### src/rtl/bp_pkg.sv
// Shared definitions for the global-history branch predictor: history width,
// branch opcode, in-flight entry layout and the table index hash.
package bp_pkg;

    localparam int GHR_W = 12;
    localparam logic [6:0] BRANCH_OPCODE = 7'b1100011;

    typedef struct packed {
        logic [GHR_W-1:0] idx;
        logic             pred;
        logic [GHR_W-1:0] hist;
    } bp_entry_t;

    // Table index: word-aligned PC slice XOR history, masked to w bits.
    // The counter table calls this with the same w so both sides agree.
    function automatic logic [31:0] bp_index(input logic [31:0] pc,
                                             input logic [31:0] hist,
                                             input int unsigned w);
        logic [31:0] mask;
        mask = (32'd1 << w) - 32'd1;
        return ((pc >> 2) ^ hist) & mask;
    endfunction

endpackage

### src/rtl/bp_fifo.sv
// Circular FIFO holding in-flight predicted branches, with synchronous flush.
// Pushes while full and pops while empty are ignored.
module bp_fifo
    import bp_pkg::*;
#(
    parameter int DEPTH = 4,
    parameter int W     = $bits(bp_entry_t),
    parameter int CNT_W = $clog2(DEPTH + 1)
) (
    input  logic             clk,
    input  logic             rst,
    input  logic             push,
    input  logic [W-1:0]     wr_data,
    input  logic             pop,
    input  logic             flush,
    output logic [W-1:0]     rd_data,
    output logic             full,
    output logic             empty,
    output logic [CNT_W-1:0] count
);

    localparam int PTR_W = $clog2(DEPTH);

    logic [W-1:0]     mem [DEPTH];
    logic [PTR_W-1:0] head;
    logic [PTR_W-1:0] tail;
    logic             push_ok;
    logic             pop_ok;

    assign full    = (count == CNT_W'(DEPTH));
    assign empty   = (count == '0);
    assign push_ok = push && !full;
    assign pop_ok  = pop && !empty;
    assign rd_data = mem[head];

    // Storage is not reset; occupancy alone decides which slots are live.
    always_ff @(posedge clk) begin
        if (push_ok && !rst && !flush) begin
            mem[tail] <= wr_data;
        end
    end

    // Pointers wrap naturally because DEPTH is a power of two.
    always_ff @(posedge clk) begin
        if (rst || flush) begin
            head  <= '0;
            tail  <= '0;
            count <= '0;
        end else begin
            if (push_ok) begin
                tail <= tail + 1'b1;
            end
            if (pop_ok) begin
                head <= head + 1'b1;
            end
            case ({push_ok, pop_ok})
                2'b10:   count <= count + 1'b1;
                2'b01:   count <= count - 1'b1;
                default: count <= count;
            endcase
        end
    end

endmodule

### src/rtl/branch_resolve_unit.sv
// Predictor back end: hashes the fetch PC into a table index, queues in-flight
// predictions, resolves them in order at execute and repairs history on a miss.
module branch_resolve_unit
    import bp_pkg::*;
#(
    parameter int GHR_W = 12,
    parameter int DEPTH = 4
) (
    input  logic                       clk,
    input  logic                       rst,
    input  logic                       f_valid,
    input  logic [31:0]                f_pc,
    input  logic                       f_pred,
    output logic [GHR_W-1:0]           f_idx,
    output logic                       f_ready,
    input  logic                       e_valid,
    input  logic                       e_taken,
    output logic                       upd_valid,
    output logic [GHR_W-1:0]           upd_idx,
    output logic                       upd_taken,
    output logic                       mispredict,
    output logic [GHR_W-1:0]           ghr,
    output logic [$clog2(DEPTH+1)-1:0] inflight
);

    localparam int CNT_W = $clog2(DEPTH + 1);

    typedef struct packed {
        logic [GHR_W-1:0] idx;
        logic             pred;
        logic [GHR_W-1:0] hist;
    } entry_t;

    localparam int EW = $bits(entry_t);

    entry_t     wr_entry;
    entry_t     head;
    logic [EW-1:0] head_raw;
    logic       q_full;
    logic       q_empty;
    logic       push_req;
    logic       pop_req;
    logic       miss;

    // Handshake: a fetch branch is accepted on a rising edge where f_valid and
    // f_ready are both high; f_ready depends only on registered occupancy.
    // e_valid has no ready; it is honoured only when something is in flight.
    assign f_ready  = !q_full;
    assign push_req = f_valid && f_ready;
    assign pop_req  = e_valid && !q_empty;

    assign f_idx = GHR_W'(bp_index(f_pc, 32'(ghr), GHR_W));

    assign wr_entry.idx  = f_idx;
    assign wr_entry.pred = f_pred;
    assign wr_entry.hist = ghr;

    assign head = entry_t'(head_raw);
    assign miss = pop_req && (e_taken != head.pred);

    // A miss flushes the queue, so the push of the same cycle never lands.
    bp_fifo #(
        .DEPTH (DEPTH),
        .W     (EW),
        .CNT_W (CNT_W)
    ) u_fifo (
        .clk     (clk),
        .rst     (rst),
        .push    (push_req && !miss),
        .wr_data (wr_entry),
        .pop     (pop_req && !miss),
        .flush   (miss),
        .rd_data (head_raw),
        .full    (q_full),
        .empty   (q_empty),
        .count   (inflight)
    );

    // Repair rewinds to the history seen when the missed branch was fetched.
    always_ff @(posedge clk) begin
        if (rst) begin
            ghr <= '0;
        end else if (miss) begin
            ghr <= {head.hist[GHR_W-2:0], e_taken};
        end else if (push_req) begin
            ghr <= {ghr[GHR_W-2:0], f_pred};
        end
    end

    always_ff @(posedge clk) begin
        if (rst) begin
            upd_valid  <= 1'b0;
            upd_idx    <= '0;
            upd_taken  <= 1'b0;
            mispredict <= 1'b0;
        end else begin
            upd_valid  <= pop_req;
            mispredict <= miss;
            if (pop_req) begin
                upd_idx   <= head.idx;
                upd_taken <= e_taken;
            end
        end
    end

endmodule

### config.mk
export PLATFORM = sky130hd
export DESIGN_NAME = branch_resolve_unit
export DESIGN_NICKNAME = d
export VERILOG_FILES = /design/src/rtl/bp_pkg.sv /design/src/rtl/bp_fifo.sv /design/src/rtl/branch_resolve_unit.sv
export SDC_FILE = /design/constraint.sdc
export NUM_CORES = 1
export LEC_CHECK = 0
export CAP_MARGIN = 10
export CORE_MARGIN = 4
export CORE_UTILIZATION = 29
export CTS_CLUSTER_DIAMETER = 120
export DETAILED_ROUTE_END_ITERATION = 10
export DONT_BUFFER_PORTS = 1
export PLACE_DENSITY_LB_ADDON = 0.05
export SLEW_MARGIN = 20
export SYNTH_ARGS = -nofsm -noshare
export SYNTH_HDL_FRONTEND = slang
export SYNTH_SLANG_ARGS = --single-unit
### constraint.sdc
create_clock -name clk -period 6.7 [get_ports clk]
set_input_delay 0.67 -clock clk [delete_from_list [all_inputs] [get_ports clk]]
set_output_delay 0.67 -clock clk [all_outputs]
set_load 0.05 [all_outputs]
Yosys cells after proc, flatten, opt, wreduce, memory -nomap -nowiden

Memory sizes are Yosys's and may differ from the RTL's. A register that Yosys moved wholly into a read port is not among the register bits.
Index checks and enable logic that the tools add are counted.

Register bits after elaboration: 34
Bits in writable memories: 100
Output and inout bits: 43
Word-level logic and storage cells: 42
Memories kept: 1

Memory list:

| memory     | depth | width | read ports | clocked after Yosys merged registers in | write ports | line          | RTL |
|---|---|---|---|---|---|---|---|
| u_fifo.mem | 4     | 25    | 1          | 1                                       | 1           | bp_fifo.sv:24 | `logic [W-1:0] mem [DEPTH];` |

Add/sub/neg operators: 4
Equality and inequality tests: 4
Mux-type cells: 7
Bitwise gates (word level): 1
Reductions and logical operators: 17

Operator list:

| kind                | number |
|---|---|
| $mux 12             | 2 |
| $xor 12x12->12      | 1 |
| $logic_and 1x1->1   | 9 |
| $pmux 3 s2          | 1 |
| $add 2x1->2 const B | 2 |
| $logic_not 1->1     | 4 |
| $mux 2              | 2 |
| $reduce_bool 2->1   | 2 |
| $add 3x1->3 const B | 1 |
| $eq 3x3->1 const B  | 1 |
| $logic_not 3->1     | 1 |
| $sub 3x1->3 const B | 1 |
| $eq 2x1->1 const B  | 1 |
| $eq 2x2->1 const B  | 1 |
| $mux 1              | 2 |
| $logic_or 1x1->1    | 1 |
| $ne 1x1->1          | 1 |

Logic depth before layout (Yosys ltp)

Gate-level depths: netlist of the first run.

Word-level depth: 11
Depth in mapped cells: 12
Depth with buffers taken out: 10

Modules after synthesis

A second synthesis of the first run with hierarchy kept.

Cell total of the unflattened synthesis: 327
Area total of the unflattened synthesis: 5391.4 um^2

By module, submodules not included:

| module              | instances | cells each | area an instance (um^2) | sequential area each (um^2) |
|---|---|---|---|---|
| bp_fifo             | 1         | 186        | 4085.2                  | 3183.1 |
| branch_resolve_unit | 1         | 141        | 1306.3                  | 540.5 |

Worst setup path before layout of the first run

OpenSTA, ideal clock, no wires.

Path kind: register -> register
Start: reg u_fifo.count[0]
End: mem u_fifo.mem[1][0] (netlist name), enable pin
Arrival: 3.740 ns
Data required time: 6.260 ns
Path slack: 2.520 ns
Cell stages (with the launch flop): 6
Path buffers: 1
Cell sequence: dfxtp_1 > or3b_2 > clkbuf_1 > nand2_2 > a21o_1 > nor3b_1

Elaborated cells between the ends (all ways): 14
Classes of those cells: eq/ne (1); mux (2); reduce/logical (11)

RTL lines:

| what                              | line                      | RTL |
|---|---|---|
| from (decl)                       | bp_fifo.sv:19             | `output logic [CNT_W-1:0] count` |
| from (signal assigned)            | bp_fifo.sv:57             | `2'b10: count <= count + 1'b1;` |
| from (signal assigned)            | bp_fifo.sv:58             | `2'b01: count <= count - 1'b1;` |
| from (signal assigned)            | bp_fifo.sv:59             | `default: count <= count;` |
| $eq 3x3->1 *                      | bp_fifo.sv:30             | `assign full = (count == CNT_W'(DEPTH));` |
| $logic_not 1->1 *                 | branch_resolve_unit.sv:48 | `assign f_ready = !q_full;` |
| net f_ready                       | branch_resolve_unit.sv:15 | `output logic f_ready,` |
| $logic_and 1x1->1                 | branch_resolve_unit.sv:49 | `assign push_req = f_valid && f_ready;` |
| $logic_and 1x1->1                 | branch_resolve_unit.sv:69 | `.push (push_req && !miss),` |
| $logic_and 1x1->1 *               | bp_fifo.sv:32             | `assign push_ok = push && !full;` |
| $logic_and 1x1->1 * (2 in series) | bp_fifo.sv:38             | `if (push_ok && !rst && !flush) begin` |
| $mux 1 *                          | bp_fifo.sv:38             |  |
| $mux 1 (not written as such) *    | bp_fifo.sv:39             | `mem[tail] <= wr_data;` |
| to (decl)                         | bp_fifo.sv:24             |  |

The timed path passes the listed nets; every way through them passes the cells marked *.

Worst setup path in the final report of the first run

Start: reg u_fifo.count[0]
End: mem u_fifo.mem[3][10] (netlist name), enable pin

The elaborated chain is that of the path after synthesis.

==> results.md, run 1 <==
* Logic pwr share at between 15 and 20%
* HPWL Detailed at around 6.6 mm
* Hold Path Depth at 1
* Final #Nets at about 380
* Largest net degree at the start of global routing at 51
* Post-synth ARST share at 0%
* Sw Ratio at 31.9%
* Yosys cell types at 38
* Unrepaired setup endpoints after global routing: false
* Worst slew pin tran at around 0.90 ns
* First-pass GRT wire length at 18.0 mm
* Seq/Total Area, Yosys at 69.2%
* Setup crit end kind: register
* Critical path class: reg2reg
* Num CTS Buffers at 17
* Share of cells above drive strength 1 at between 20% and 30%
* Max H-tree Level at 4
* Vias at roughly 2,700
* P_leak at 2.03 nW
* CTS tree: yes
* Commonest non-fill, non-tap cell in the layout: edfxtp_1
* DRT Pass-1 Iters at 4
* # resized after CTS at 0
* GP Congestion at 0.652
* Worst endpoint required time at slightly below 7 ns
* Final worst slack at ~3.1 ns
* Post-route ant nets at 0
* CTS Hold Bufs at 0
* GRT Overall Usage at about 12%
* R2r worst-path depth at 5
* Mapped Nets at approximately 360
* CTS Buffer Depth at 2
* Initial antenna violation count at 0
* Syn Inst Count at around 310
* Peak supply drop at about 170 µV
* Ys Warns at 0
* Ant. Diodes at 0
* Area grow syn2layout at 17.2%
* Max Cap Viol at 0
* Post-synth EDFFs at between 90 and 100
* Root buffer cell: clkbuf_16
* Fin. Hold Viols at 0
* Crit share post-route at a little over half
* CP Max Fanout at 16
* Status: completed
* Syn avg cell area at 16.6 µm²
* Switching power at 0.770 mW
* FMAX at around 0.28 GHz
* Setup Fix Bufs, Post-CTS at 0
* Chip width at around 140 µm
* Vias per cell at around 4.7
* Synth Register Bits at ~130
* Worst skew pair latency at roughly 0.4 ns
* Internal Power at between 1.5 and 2 mW
* Final setup TNS at 0 ns
* Total Power at roughly 2.4 mW
* Chip height at between 100 and 150 µm
* Worst-path clk slew at approximately 0.05 ns
* Power per Cell Area at 395 nW/µm²
* Share of power burned in registers at between 40% and 50%
* Placement Rows at 48
* Core area at roughly 17,000 µm²
* Setup crit start kind: register
* Grt ovf at 0
* Placement Setup Slack at approximately 3.0 ns
* DRC viols at 0
* Min cycle time layout at around 3.6 ns
* Sink Count at 132
* Clock Power Share at 34.4%
* Die area at approximately 20,000 µm²
* Initial core utilization at about 30%
* Slew margin rel. at around 40%
* Vias in the first global route at roughly 2,900
* WL per Instance at approximately 21 µm
* Slew Viols, Final at 0
* Synth Cell Area at about 5200 µm²
* Most frequent cells in the layout: edfxtp_1, dfxtp_1, nand2_1
* Port buffer count at 0
* # setup viols final at 0
* Layout Skew at about 0.0085 ns
* Critical path data arrival time at roughly 3.6 ns
* Final wirelength at 11.8 mm
* Primary FF master, synth: edfxtp_1
* Initial DRC count at 93
* I/O pins at 81
* Hold slack at roughly 0.33 ns
* Hold Path Class: in2reg
routing by layer:
layer | part of all wire (%) | up-vias | global-route usage [%]
met5 | 0 | - | 0
met4 | 1.5 | 0 | 4.70
li1 | - | 1248 | -
met1 | 44 | 1341 | 15.0
met3 | 5.3 | 15 | 4.44
met2 | 50 | 55 | 20.0
worst paths after layout:
check / slack [ns] / to / from
worst min-delay path: 0.33 / mispredict$_SDFF_PP0_ / rst
worst max-delay path: 3.15 / u_fifo.mem[3][10]$_DFFE_PP_ / u_fifo.count[0]$_SDFFE_PP0P_
worst min register to register: 0.50 / register / u_fifo.head[0]$_SDFFE_PP0P_
worst max register to register: 3.15 / u_fifo.mem[3][10]$_DFFE_PP_ / u_fifo.count[0]$_SDFFE_PP0P_
power groups by stage:
stage	combinational [mW]	sequential [mW]	clock, mW
after floorplan	0.310	1.17	0
after global placement	0.419	1.19	0
after detailed placement	0.420	1.19	0
after CTS	0.423	1.18	0.859
after global routing	0.451	1.19	0.897
final	0.407	1.17	0.830
synth_stat cells, types with 8 or more instances:
cell type   n  share of area (%)
mux4_2     24                 10
dfxtp_1    36                 14
nand2_1    27                1.9
o31ai_1     8                1.2
xor2_1     15                2.5
nand4b_1   11                1.9
a21oi_1    16                1.5
clkbuf_1   12               0.87
mux2i_1    12                2.3
edfxtp_1   96                 55
final cells by class:
| cell class | instances | area (µm²) |
|---|---|---|
| Fill cell | 1688 | 11300 |
| Clock buffer | 25 | 495 |
| Sequential cell | 132 | 3600 |
| Timing Repair Buffer | 21 | 158 |
| Tap cell | 225 | 282 |
| Clock inverter | 7 | 33.8 |
| Multi-Input combinational cell | 155 | 1510 |
| Inverter | 5 | 18.8 |
registers in the layout, summed over array words and instances (netlist names), named ones only:
signal / flops
ghr: 12
upd_idx: 12
upd_valid: 1
mispredict: 1
u_fifo.head: 2
u_fifo.mem: 96
u_fifo.tail: 2
upd_taken: 1
u_fifo.count: 3
through the flow:
| stage | utilization (%) | instance area, µm² | instances |
|---|---|---|---|
| global placement | 32.0 | 5570 | 538 |
| detailed placement | 32.0 | 5570 | 538 |
| CTS | 35.0 | 6100 | 570 |
| finish | 35.0 | 6100 | 570 |
| floorplan | - | 5210 | 313 |
| global route | 35.0 | 6100 | 570 |
critical path, cell delays in order (launching register included):
cell and delay [ns]:
dfxtp_1 0.76, or3b_2 0.47, nand2_2 0.42, a21o_1 0.37
nor3b_2 0.75, buf_4 0.43
logic make-up (layout without fill, tap and decap cells):
logic type	after synthesis	after routing	share of synthesized area [%]
muxes	36	36	12.7
xor gates and xnor gates	17	17	2.86
buffers and inverters	26	58	2.43
AOI/OAI and AO/OA	34	34	4.71
DFF	132	132	69.2
adders and majority gates	6	6	1.59
and+or+nand+nor	62	62	6.51
(Power assumes the default switching activity.)
==> run 2, diff against run 1 <==
==> constraint.sdc (replaced) <==
create_clock -name clk -period 3.4 [get_ports clk]
set_input_delay 0.34 -clock clk [delete_from_list [all_inputs] [get_ports clk]]
set_output_delay 0.34 -clock clk [all_outputs]
set_load 0.05 [all_outputs]
==> run 2 against run 1 <==
Net effect: routed wire length increased by 2.7%; first-iteration DRC count increased by 39%; critical path depth increased by 5; die area unchanged; register-to-register slack got worse by 2.5 ns; cell area increased by 2.8%; maximum frequency increased by 31%; largest cell class unchanged; global-route usage increased by 0.24 points; sequential power increased by 91%; via count increased by 2.4%.
==> results.md, run 2 (synthesis results as in run 1) <==
* Status: completed
* # resized after CTS at 0
* Fin area at approximately 6300 µm²
* Hold EP: ghr[10]$_SDFFE_PP0P_
* Setup crit end kind: register
* GP Congestion at approximately 0.66
* Placement Rows at 48
* Largest net degree at the start of global routing at 29
* DRT Pass-1 Iters at 4
* First-pass GRT wire length at ~18 mm
* Core area at between 15,000 and 20,000 µm²
* Worst endpoint required time at between 3 and 4 ns
* Hold Path Depth at 1
* Vias in the first global route at ~2,900
* R2R Setup Slk at 0.70 ns
* Max reg flops at between 90 and 100
* Initial DRC count at around 130
* I/O pins at 81
* Num CTS Buffers at 17
* Slew Viols, Final at 0
* Port buffer count at 0
* Initial antenna violation count at 0
* Root buffer cell: clkbuf_16
* Worst skew pair latency at 0.41 ns
* Max Cap Viol at 0
* Crit share post-route at between 70% and 80%
* Ant. Diodes at 0
* Worst reg2reg endpoint: u_fifo.count[2]$_SDFFE_PP0P_
* # setup viols final at 0
* Area grow syn2layout at 20.5%
* Share of cells above drive strength 1 at between 20 and 30%
* Non-Filler Instances at ~590
* Cells along the critical path: or3b_2, nand2_2, a21o_1, ha_1, inv_1, fa_1, xor2_1, nor2_1, xnor2_1, nor3_1
* Min cycle time layout at ~2.7 ns
* CP Max Fanout at 6
* Commonest non-fill, non-tap cell in the layout: edfxtp_1
* CP max-delay cell: or3b_2
* HPWL Detailed at approximately 6.7 mm
* Placed inst area at ~5700 µm²
* Critical path data arrival time at around 3.0 ns
* Vias per cell at 4.66
* HP Start: rst
* Final #Nets at between 300 and 400
* Unrepaired setup endpoints after global routing: false
* Power per Cell Area at between 700 and 800 nW/µm²
* Die area at 20,200 µm²
* Hold slack at approximately 0.038 ns
* Fin. Hold Viols at 0
* Initial core utilization at 29.9%
* Worst path max stage delay at about 0.57 ns
* Final setup TNS at 0 ns
* Slew margin rel. at a little under half
* Fillers at 1,669
* Grt ovf at 0
* Worst-path clk slew at approximately 0.060 ns
* Largest regs: u_fifo.mem: 96 flops, ghr: 12 flops, upd_idx: 12 flops
* DRC viols at 0
* Chip height at about 140 µm
* CTS Buffer Depth at 2
* R2r worst-path depth at 10
* Total Power at a little under 5 mW
* Chip width at 142 µm
* Post-route ant nets at 0
* WL per Instance at 20.7 µm
* FMAX at 0.370 GHz
* Peak supply drop at 420 µV
* Hold Path Class: in2reg
* Most frequent cells in the layout: edfxtp_1, dfxtp_1, buf_4
* P_leak at around 2.1 nW
* Biggest register: u_fifo.mem
* Worst slew pin tran at approximately 0.82 ns
* GRT Overall Usage at between 10 and 15%
* Placed cells at 549
* Sink Count at about 130
* Final wirelength at ~12 mm
* CTS tree: yes
* Setup crit start kind: register
* Vias at ~2,700
* Max H-tree Level at 4
* Critical path class: reg2reg
* R2R Path Start: u_fifo.count[1]$_SDFFE_PP0P_
* Layout Skew at 0.00680 ns
[run 2: changes by cell type in the layout (fill, tap and decap cells not counted), sizes merged]
| cell | delta |
|---|---|
| buf | +12 |
| clkbuf | -8 |
| clkinvlp | +5 |
| dlygate4sd3 | +3 |
| bufinv | +2 |
| clkinv | +1 |
[run 2: metal layers]
layer | up-vias | GRT usage (%) | wire [µm] | share of wire [%]
met5 | - | 0 | 0 | 0
met4 | 0 | 4.24 | 141 | 1.2
met3 | 12 | 4.81 | 633 | 5.2
met2 | 55 | 20.1 | 5890 | 49
met1 | 1383 | 15.6 | 5410 | 45
li1 | 1274 | - | - | -
[run 2: power breakdown]
group | switching (mW) | internal, mW
clock network | 0.676 | 1.07
registers | 0.301 | 1.94
logic | 0.597 | 0.324
[run 2: area by class of cell]
type | count | area, µm² | area share [%]
inverters | 5 | 18.8 | 0.299
clock inverters | 15 | 141 | 2.25
flip-flops and latches | 132 | 3600 | 57.5
clock buffers | 17 | 425 | 6.78
multi-input cells | 155 | 1510 | 24.1
well taps | 225 | 282 | 4.49
repair buffers | 36 | 290 | 4.63
[run 2: what timing repair did]
action	4_1_cts	5_1_grt
hold buffers	3	1
hold endpoints to repair	25	2
setup buffers	0	0
[run 2: worst max path at each step]
stage	start	to	slack, ns	depth (start not counted)
final	u_fifo.count[1]$_SDFFE_PP0P_	u_fifo.count[2]$_SDFFE_PP0P_	0.70	10
after CTS	u_fifo.count[1]$_SDFFE_PP0P_	u_fifo.count[2]$_SDFFE_PP0P_	0.68	10
after floorplan	u_fifo.count[0]$_SDFFE_PP0P_	u_fifo.mem[1][0]$_DFFE_PP_	-0.78	5
after detailed placement	u_fifo.count[1]$_SDFFE_PP0P_	u_fifo.count[2]$_SDFFE_PP0P_	0.69	10
after global routing	u_fifo.count[1]$_SDFFE_PP0P_	u_fifo.count[2]$_SDFFE_PP0P_	0.56	10
after global placement	u_fifo.count[1]$_SDFFE_PP0P_	u_fifo.count[2]$_SDFFE_PP0P_	0.69	10
[run 2: stage by stage]
step           worst slack, ns  utilization [%]
2_1_floorplan           -0.780                -
3_3_place_gp             0.695             32.5
3_5_place_dp             0.687             32.5
4_1_cts                  0.677             36.0
5_1_grt                  0.563             36.0
6_report                 0.696             36.0
[run 2: critical path, delay by kind of cell, from the launching register on]
kind | cells | cell delay, ns
fa+ha+maj | 2 | 0.63
buf+inv | 1 | 0.06
simple gates | 4 | 0.82
flops | 1 | 0.53
xor+xnor | 2 | 0.27
compound gates | 1 | 0.26
==> run 3, diff against run 2 <==
==> constraint.sdc (replaced) <==
create_clock -name clk -period 2.4 [get_ports clk]
set_input_delay 0.24 -clock clk [delete_from_list [all_inputs] [get_ports clk]]
set_output_delay 0.24 -clock clk [all_outputs]
set_load 0.05 [all_outputs]
==> run 3 against run 2 <==
Net effect: cell area up 3.6%; sequential cell count unchanged; worst setup slack worse by 0.69 ns; routed wire length up 2.5%; total power up 47%; clock power up 48%; cell count up 1.7%; critical path type unchanged.
==> results.md, run 3 (synthesis results as in run 1) <==
* Status: completed
* Critical path class: reg2reg
* Hold Path Class: in2reg
* Num CTS Buffers at 17
* Slew Viols, Final at 0
* Worst skew pair latency at between 0.4 and 0.5 ns
* Worst-path clk slew at around 0.060 ns
* Max Cap Viol at 0
* Switching power at approximately 2.2 mW
* Critical path data arrival time at between 2 and 3 ns
* First-pass GRT wire length at 18.6 mm
* Final worst slack at roughly 0.0044 ns
* Setup crit end kind: register
* Initial antenna violation count at 0
* HPWL Detailed at 7.01 mm
* Sink Count at ~130
* Vias in the first global route at between 2,000 and 3,000
* Share of cells above drive strength 1 at a little under a third
* GP Congestion at ~0.66
* Port buffer count at 0
* Chip width at around 140 µm
* Die area at 20,200 µm²
* Worst slew pin tran at approximately 0.52 ns
* Sw Ratio at roughly 31%
* Peak supply drop at 469 µV
* Logic pwr share at between 20% and 30%
* Ant. Diodes at 0
* Layout Skew at approximately 0.0066 ns
* Met2 Resource Use GR at 20.0%
* R2R Setup Slk at approximately 0.0044 ns
* GRT busiest layer: met2
* Placement Setup Slack at -0.0673 ns
* Grt ovf at 0
* Core area at 17,400 µm²
* Final wirelength at roughly 12 mm
* Initial core utilization at around 30%
* Met1 track demand over resource at 16.4%
* Max reg flops at 96
* Min cycle time layout at between 2 and 2.5 ns
* DRT Pass-1 Iters at 5
* CP Max Fanout at 4
* Vias per cell at roughly 4.7
* GR Util met3 at between 5 and 6%
* Most frequent cells in the layout: edfxtp_1, buf_4, dfxtp_1
* Post-route ant nets at 0
* Commonest non-fill, non-tap cell in the layout: edfxtp_1
* P_leak at roughly 2.2 nW
* FMAX at ~0.42 GHz
* Largest net degree at the start of global routing at 36
* Slew margin rel. at around 65%
* Final #Nets at around 400
* Power per Cell Area at ~1100 nW/µm²
* # setup viols final at 0
* GRT Overall Usage at 12.9%
* Area grow syn2layout at 24.8%
* CTS tree: yes
* Vias at around 2,800
* Largest regs: u_fifo.mem: 96 flops, ghr: 12 flops, upd_idx: 12 flops
* CTS Buffer Depth at 2
* WL per Instance at approximately 21 µm
* Unrepaired setup endpoints after global routing: true
* Max H-tree Level at 4
* Placed cells at approximately 560
* Crit share post-route at about 100%
* Setup crit start kind: register
* Fin. Hold Viols at 0
* Initial DRC count at about 120
* Biggest register: u_fifo.mem
* Share of power burned in registers at 42.4%
* Worst endpoint required time at around 2.7 ns
* Clock Power Share at 35.9%
* Chip height at about 140 µm
* DRC viols at 0
* Placement Rows at 48
* Root buffer cell: clkbuf_16
* Fillers at about 1,700
* Non-Filler Instances at 595
* I/O pins at about 80
* Internal Power at just under 5 mW
-- run 3: changes by cell type in the layout (fill, tap and decap cells not counted), moves of 4 or more --
cell / delta
nor3b_4: +4
clkinvlp_4: -4
nor3b_2: -4
buf_12: +4
clkbuf_1: +4
buf_4: +7
-- run 3: cell type report --
type / instances / area, µm² / area share, %
sequential: 132 / 3610 / 55.6
multi-input combinational: 155 / 1590 / 24.5
clock buffer: 22 / 454 / 6.99
timing repair buffer: 46 / 413 / 6.35
tap: 225 / 282 / 4.33
clock inverter: 10 / 131 / 2.02
inverter: 5 / 18.8 / 0.289
-- run 3: power by group through the flow --
stage,Clock [mW],Sequential (mW),Combinational [mW]
2_1_floorplan,0,3.26,0.942
3_3_place_gp,0,3.10,1.57
3_5_place_dp,0,3.11,1.58
4_1_cts,2.65,3.06,1.60
5_1_grt,2.76,3.08,1.70
6_report,2.58,3.05,1.56
-- run 3: worst max-delay path: stages, from the launching register on --
cell	delay (ns)
edfxtp_1	0.36
mux4_2	0.55
xor2_4	0.26
a21o_4	0.17
ha_4	0.13
inv_2	0.03
fa_2	0.32
xor2_1	0.14
nor2_1	0.11
xnor2_1	0.13
nor3_1	0.06
-- run 3: metrics by stage --
step / TNS, ns / area (µm²) / total power, mW / hold WS, ns / utilization [%]
2_1_floorplan: -15.95 / 5330 / 4.21 / 0.339 / -
3_3_place_gp: -0.0464 / 5870 / 4.68 / 0.326 / 33.7
3_5_place_dp: -0.0673 / 5870 / 4.68 / 0.325 / 33.7
4_1_cts: -0.0136 / 6500 / 7.31 / 0.00188 / 37.3
5_1_grt: -0.156 / 6500 / 7.54 / 0.00736 / 37.3
6_report: 0 / 6500 / 7.20 / 0.0303 / 37.3
-- run 3: path summary, 6_finish.rpt --
path                            cells after the start                           end                        start
worst max register to register                     10  u_fifo.count[2]$_SDFFE_PP0P_  u_fifo.mem[3][12]$_DFFE_PP_
worst max-delay path                               10  u_fifo.count[2]$_SDFFE_PP0P_  u_fifo.mem[3][12]$_DFFE_PP_
worst min-delay path                                2          ghr[11]$_SDFFE_PP0P_                          rst
worst min register to register                      2   u_fifo.head[0]$_SDFFE_PP0P_  u_fifo.head[0]$_SDFFE_PP0P_
-- run 3: per-layer routing --
| metal | up-vias | part of all wire [%] |
|---|---|---|
| met4 | 0 | 1.3 |
| met5 | - | 0 |
| met1 | 1422 | 45 |
| met3 | 14 | 5.9 |
| met2 | 58 | 48 |
| li1 | 1298 | - |
-- run 3: timing repair --
action	4_1_cts	5_1_grt
buffers inserted	1	0
resized for setup	1	0
endpoints found under the setup margin	1	2
endpoints found under the hold margin	40	0
hold buffers	3	0
pin swaps	3	0
